[src/rtl/lock_code_sender.sv]
// lock_code_sender: clocks a fixed unlock sequence into a combination lock.
// Each attempt strobes FLUSH, W0, W1, W2 and then watches the lock's ack
// for a short window. The block makes up to three attempts and then
// reports either DONE (ok=1) or FAIL (code=5'b11111).
// io_in : [7:6] hold select, [5] abort, [4] ack, [3] start, [2] clk,
//         [1] rst_n, [0] unused.
// io_out: [7] ok, [6] busy, [5] lk_clk, [4:0] code.
module lock_code_sender (
  input  logic [7:0] io_in,
  output logic [7:0] io_out
);

  typedef enum logic [2:0] {
    IDLE  = 3'd0,
    SEND  = 3'd1,
    CHECK = 3'd2,
    DONE  = 3'd3,
    FAIL  = 3'd4
  } state_t;

  localparam logic [4:0] WORD_FLUSH = 5'b00000;
  localparam logic [4:0] WORD_0     = 5'b10000;
  localparam logic [4:0] WORD_1     = 5'b01100;
  localparam logic [4:0] WORD_2     = 5'b11101;
  localparam logic [2:0] WIN_LAST   = 3'd5;
  localparam logic [1:0] LAST_TRY   = 2'd2;

  logic       clk;
  logic       rst_n;
  logic       start;
  logic       ack;
  logic       abort;
  logic [1:0] hold_sel;
  logic       unused_in;

  assign unused_in = io_in[0];
  assign rst_n     = io_in[1];
  assign clk       = io_in[2];
  assign start     = io_in[3];
  assign ack       = io_in[4];
  assign abort     = io_in[5];
  assign hold_sel  = io_in[7:6];

  // state is kept as a named internal signal so checkers can bind to it
  state_t     state;
  state_t     state_nxt;

  logic       start_r;
  logic       start_prev;
  logic       seen_low;
  logic       ack_meta;
  logic       ack_sync;
  logic [1:0] n_sel;
  logic [4:0] hold_cnt;
  logic [1:0] word_idx;
  logic [2:0] win_cnt;
  logic [1:0] attempt;

  logic [4:0] hold_n;
  logic [4:0] half_n;
  logic       word_end;
  logic       win_end;
  logic       start_edge;
  logic       do_abort;
  logic [4:0] word;
  logic [4:0] code;
  logic       lk_clk;
  logic       busy;
  logic       ok;

  // N = 2, 4, 8 or 16 cycles per word, taken from the value latched at start
  assign hold_n   = 5'd2 << n_sel;
  assign half_n   = {1'b0, hold_n[4:1]};
  assign word_end = (hold_cnt == (hold_n - 5'd1));
  assign win_end  = (win_cnt == WIN_LAST);
  // seen_low keeps a start held high through reset from counting as an edge
  assign start_edge = start_r & ~start_prev & seen_low;
  assign do_abort   = abort & (state != IDLE);

  // start edge detector and two-flop ack synchronizer
  always_ff @(posedge clk or negedge rst_n) begin
    if (!rst_n) begin
      start_r    <= 1'b0;
      start_prev <= 1'b0;
      seen_low   <= 1'b0;
      ack_meta   <= 1'b0;
      ack_sync   <= 1'b0;
    end else begin
      start_r    <= start;
      start_prev <= start_r;
      seen_low   <= seen_low | ~start;
      ack_meta   <= ack;
      ack_sync   <= ack_meta;
    end
  end

  // state register
  always_ff @(posedge clk or negedge rst_n) begin
    if (!rst_n) state <= IDLE;
    else        state <= state_nxt;
  end

  // next-state logic; abort outranks everything, including a start edge
  always_comb begin
    state_nxt = state;
    case (state)
      IDLE, DONE, FAIL: if (start_edge) state_nxt = SEND;
      SEND:  if (word_end && (word_idx == 2'd3)) state_nxt = CHECK;
      CHECK: begin
        if (ack_sync) state_nxt = DONE;
        else if (win_end) state_nxt = (attempt == LAST_TRY) ? FAIL : SEND;
      end
      default: state_nxt = IDLE;
    endcase
    if (do_abort) state_nxt = IDLE;
  end

  // hold, word, window and attempt counters
  always_ff @(posedge clk or negedge rst_n) begin
    if (!rst_n) begin
      n_sel    <= 2'd0;
      hold_cnt <= 5'd0;
      word_idx <= 2'd0;
      win_cnt  <= 3'd0;
      attempt  <= 2'd0;
    end else if (do_abort) begin
      n_sel    <= 2'd0;
      hold_cnt <= 5'd0;
      word_idx <= 2'd0;
      win_cnt  <= 3'd0;
      attempt  <= 2'd0;
    end else begin
      case (state)
        IDLE, DONE, FAIL: begin
          if (start_edge) begin
            n_sel    <= hold_sel;
            hold_cnt <= 5'd0;
            word_idx <= 2'd0;
            win_cnt  <= 3'd0;
            attempt  <= 2'd0;
          end
        end
        SEND: begin
          win_cnt <= 3'd0;
          if (word_end) begin
            hold_cnt <= 5'd0;
            // W2 -> index 0 wraps naturally, ready for a retry
            word_idx <= word_idx + 2'd1;
          end else begin
            hold_cnt <= hold_cnt + 5'd1;
          end
        end
        CHECK: begin
          if (win_end && !ack_sync) begin
            win_cnt <= 3'd0;
            if (attempt != LAST_TRY) attempt <= attempt + 2'd1;
          end else begin
            win_cnt <= win_cnt + 3'd1;
          end
        end
        default: ;
      endcase
    end
  end

  // constant word table
  always_comb begin
    word = WORD_FLUSH;
    case (word_idx)
      2'd1:    word = WORD_0;
      2'd2:    word = WORD_1;
      2'd3:    word = WORD_2;
      default: word = WORD_FLUSH;
    endcase
  end

  // Moore outputs; lk_clk rises half-way through each word
  always_comb begin
    code   = 5'd0;
    lk_clk = 1'b0;
    busy   = 1'b0;
    ok     = 1'b0;
    case (state)
      SEND: begin
        code   = word;
        lk_clk = (hold_cnt >= half_n);
        busy   = 1'b1;
      end
      CHECK:   busy = 1'b1;
      DONE:    ok = 1'b1;
      FAIL:    code = 5'b11111;
      default: ;
    endcase
  end

  assign io_out = {ok, busy, lk_clk, code};

endmodule

[config.mk]
export PLATFORM = sky130hd
export DESIGN_NAME = lock_code_sender
export DESIGN_NICKNAME = d
export VERILOG_FILES = /design/src/rtl/lock_code_sender.sv
export SDC_FILE = /design/constraint.sdc
export NUM_CORES = 1
export LEC_CHECK = 0
export BUFFER_PORTS_ARGS = -buffer_cell sky130_fd_sc_hd__buf_2
export CORE_MARGIN = 5
export CORE_UTILIZATION = 50
export CTS_CLUSTER_DIAMETER = 100
export DETAILED_ROUTE_END_ITERATION = 6
export MAX_ROUTING_LAYER = met4
export PLACE_DENSITY = 0.78
export SYNTH_ARGS = -nofsm -noshare
export SYNTH_HDL_FRONTEND = slang
export SYNTH_SLANG_ARGS = --single-unit
[constraint.sdc]
create_clock -name io_in -period 5 [get_ports io_in]
set_input_delay 0.75 -clock io_in [delete_from_list [all_inputs] [get_ports io_in]]
set_output_delay 0.75 -clock io_in [all_outputs]
set_load 0.02 [all_outputs]
## Yosys cells after proc, flatten, opt, wreduce, memory -nomap -nowiden

Index checks and enable logic that the tools add are counted.

- Register bits: 22
- Logic and storage cells: 90

- Bitwise logic cells: 6
- Mux-type cells: 31
- $add $sub $neg: 5
- Equal/unequal tests: 17
- Shift operators: 1
- Order comparisons: 1
- Reduce and logical (&&, ||, !) cells: 18

Operator list:

| operator | count |
|---|---|
| 2-to-1 mux 3 bit | 9 |
| case mux 5 bit (2 select lines) | 2 |
| 2-to-1 mux 2 bit | 9 |
| case mux 3 bit (3 select lines) | 2 |
| 2-to-1 mux 5 bit | 3 |
| != test 3 bit, second input constant | 5 |
| case mux 5 bit (3 select lines) | 1 |
| nonzero test 3 bit | 3 |
| case mux 2 bit (2 select lines) | 2 |
| == test 2 bit, second input constant | 3 |
| == test 3 x 2 -> 1 bit, second input constant | 2 |
| == test 3 bit, second input constant | 2 |
| AND reduction 2 bit | 3 |
| AND reduction 3 bit | 2 |
| adder 5 x 1 -> 5 bit, second input constant | 1 |
| == test 5 bit | 1 |
| >= comparator 5 x 4 -> 1 bit | 1 |
| << shifter 2 x 2 -> 5 bit, first input constant | 1 |
| subtractor 5 x 1 -> 5 bit, second input constant | 1 |
| adder 2 x 1 -> 2 bit, second input constant | 2 |
| != test 4 bit, second input constant | 1 |
| AND reduction 4 bit | 1 |
| nonzero test 2 bit | 2 |
| nonzero test 4 bit | 1 |
| other kinds (13) | 19 |

## Depth between registers and ports, before layout

- Depth after elaboration: 7
- Mapped depth: 8
- Depth with buffers taken out: 7

## Worst setup path before layout

No wires, ideal clock.

- Path kind: reg-to-output
- Start point: register n_sel[1]
- End point: output port io_out[5]
- Required time: 4.250 ns
- Stages on the path, launching flop included: 8
- Data arrival time: 1.411 ns
- Setup slack: 2.839 ns
- Cells stage by stage: dfrtp_1 -> or2b_1 -> ha_1 -> a21oi_1 -> nor2b_1 -> o21ai_0 -> a21boi_0 -> buf_4

- Cells in the longest elaborated chain, start to end: 3

RTL lines:

| item | line | RTL |
|---|---|---|
| from (decl) | 53 | `logic [1:0] n_sel;` |
| from (signal assigned) | 136 | `n_sel <= hold_sel;` |
| << shifter 2 x 2 -> 5 bit | 72 | `assign hold_n = 5'd2 << n_sel;` |
| >= comparator 5 x 4 -> 1 bit | 186 | `lk_clk = (hold_cnt >= half_n);` |
| 2-to-1 mux 1 bit | 183 | `case (state)` |
| to (decl) | 10 | `output logic [7:0] io_out` |

Every way passes these cells.

==> summary.txt <==
CTS
  • CTS tree: built
  • # hold bufs at CTS: 0
  • PostCTS Resize Cnt: 0
  • Post-CTS Setup Bufs: 0
  • Worst-skew pair later-pin latency: 340 ps
  • Clk slew on worst S/H paths: 170 ps

Global routing
  • Vias in the first global route: 2427
  • Initial antenna violation count: 0
  • All-Layer GR Usage: 32.8%
  • First-pass GRT wire length: 10300 um
  • Grt total ovfl: 0
  • Largest net degree at the start of global routing: 15

Placed design
  • Area after DPL: 0.00150 sq mm
  • Port buffer count: 8
  • Detailed Place HPWL: 2210 um
  • Placed cells: 195
  • Final GP Congestion: 0.966

Drt
  • DRT iter0 DRCs: 538
  • Pre-Repair DR Iteration Count: 7
  • Post-DR vias/cell: 6.48
  • Post-route DRC: 148
  • Vias: 1749
  • DR WL/cell: 19.9 um
  • Detail Route Antenna Nets: 0
  • Wirelength, routed: 5380 um

Synthesis
  • Simple-Gate Fraction of Synth Area: 24.1%
  • Gate Count Post-Synth: 164
  • Xor/xnor share of the synthesized area: 1.79%
  • Top cell type by total area after synthesis: dfrtp_1
  • Compound-Gate Fraction of Synth Area: 14.1%
  • Yosys top cell area share: 37.4%
  • Post-Syn Area: 0.00147 sq mm
  • Post-synthesis mux area share: 6.38%
  • Post-synth cell types: 39
  • FF+latch count, synth: 22
  • Largest family of logic cells by synthesized area: simple AND/OR/NAND/NOR gates
  • Dominant synthesized flop cell: dfrtp_1
  • Ys async rst share: 100%
  • Synth warn: 0
  • Mapped Avg Cell Area: 8.97 sq um
  • Register area share after synthesis: 37.4%
  • Area share of fa/ha/maj cells after synthesis: 10.2%
  • Area contributors post-synth: dfrtp_1, ha_1, nand2_1
  • Syn Nets: 184
  • EDFF count, synth: 0

Finish
  • Finished Layout Cells: 270
  • Layout cell share with drive strength beyond 1: 33.1%
  • Most common cell after layout, fill and taps aside: clkbuf_4
  • # nets final: 247
  • Final Cell Area: 0.00209 sq mm
  • ANT cells: 0
  • P&R area growth vs syn: 42.3%
  • Most frequent cells in the layout: clkbuf_4, dfrtp_1, nand2_1, nor2_1

Worst hold path
  • Worst hold path type: clk -> async

Critical path
  • Worst Path Max Fanout: 5
  • Worst endpoint required time: 5230 ps
  • Crit end category: register
  • Crit Path Class: clk -> reg
  • Critical path startpoint category: clock port
  • Worst path arrival time: 4530 ps

Run
  • Max-cap viol count: 0

Timing
  • Setup total negative slack: 0 ps
  • Slew Limit Fails: 0
  • RSZ-0062 raised after global routing: false
  • Setup violations, final: 0
  • Hold slack: -383 ps
  • Slew HR: 62.1%
  • Worst Skew: 42.1 ps
  • Worst-margin pin slew: 568 ps
  • Hold Fails Final Rpt: 27

Run status
  • Failing checks: DRC, hold timing
  • Status: finished with violations

Floorplanning
  • Io pins: 16
  • Total core area: 0.00278 sq mm
  • FP Rows: 19
  • Full die area: 0.00413 sq mm
  • Initial Util: 52.9%
  • Chip Height: 64.2 um
  • Die X: 64.2 um

Pwr
  • Power Density: 825 mW/mm^2
  • Max VDD drop: 0.000733 V
  • Static leakage: 1.05 nW
  • Final Power: 1.73 mW
synth_stat cells (2+ instances only):
library cell,number
o21bai_1,2
nand2_1,20
nor2b_1,3
nand3_1,10
a21o_1,3
nor3_1,4
mux2i_1,6
nand3b_1,2
xor2_1,2
mux2_2,3
inv_1,10
a21oi_1,2
dfrtp_1,22
o21ai_1,2
nor2_1,15
ha_1,12
nand2b_1,5
buf_2,4
and2_1,2
o21ai_0,13
buf_4,4
cells by family after synthesis:
group / after synthesis
xor+xnor: 3
compound gates: 31
simple gates: 69
mux: 9
flops: 22
fa+ha+maj: 12
buf+inv: 18
critical path, cell delays in order:
cell and delay [ps]:
clkbuf_4 120, clkbuf_4 160, nor2_1 130, clkbuf_4 180
clkbuf_4 130, and2_1 110, clkbuf_4 140, clkbuf_4 150
o31ai_4 60, clkbuf_4 150, clkbuf_4 150, nand2b_2 60
clkbuf_4 140, clkbuf_4 130, mux2i_1 210
metrics by stage:
| step | hold WS, ps | setup slack, ps | util, % |
|---|---|---|---|
| 2_1_floorplan | -296 | 1340 | - |
| 3_3_place_gp | -296 | 1490 | 53.9 |
| 3_5_place_dp | -296 | 1490 | 53.9 |
| 4_1_cts | -328 | 649 | 75.3 |
| 5_1_grt | -389 | 568 | 75.3 |
| 6_report | -383 | 701 | 75.3 |
registers in the layout, indices dropped and copies added, names as in the netlist:
register	count
hold_cnt	5
attempt	2
ack_sync	1
seen_low	1
ack_meta	1
state	3
start_r	1
n_sel	2
word_idx	2
start_prev	1
win_cnt	3
layout make-up:
type | instances | area (sq um)
clock buffers | 66 | 475
clock inverters | 10 | 121
fillers | 161 | 688
inverters | 9 | 33.8
multi-input cells | 124 | 833
flip-flops and latches | 22 | 551
well taps | 31 | 38.8
repair buffers | 8 | 40.0
power breakdown:
part / leakage (nW) / total, mW / internal (mW) / switching [mW]
Sequential: 0.314 / 0.195 / 0.195 / 0
Clock: 0.473 / 1.53 / 0.846 / 0.687
Combinational: 0.268 / 0.000000268 / 0 / 0
Total: 1.05 / 1.73 / 1.04 / 0.687
final timing paths:
kind / startpoint / endpoint / slack (ps) / cells after the start
setup reg to reg: state[2]$_DFFE_PN0P_ / word_idx[1]$_DFFE_PN0P_ / 2420 / 13
min in group io_in: io_in[4] / ack_meta$_DFF_PN0_ / -330 / 0
setup / recovery: io_in[5] / word_idx[1]$_DFFE_PN0P_ / 700 / 15
hold reg to reg: ack_meta$_DFF_PN0_ / ack_sync$_DFF_PN0_ / 370 / 0
max in group asynchronous: io_in[1] / seen_low$_DFF_PN0_ / 5170 / 2
hold / removal: io_in[1] / attempt[1]$_DFFE_PN0P_ / -380 / 2
metal layers:
metal	GRT usage, %	vias to the layer above	wire (um)
li1	-	701	-
met1	27.3	760	1790
met2	31.3	207	2140
met3	32.0	81	880
met4	49.9	0	566
met5	-	-	0
Note: power is estimated with default switching activity, not from simulation.
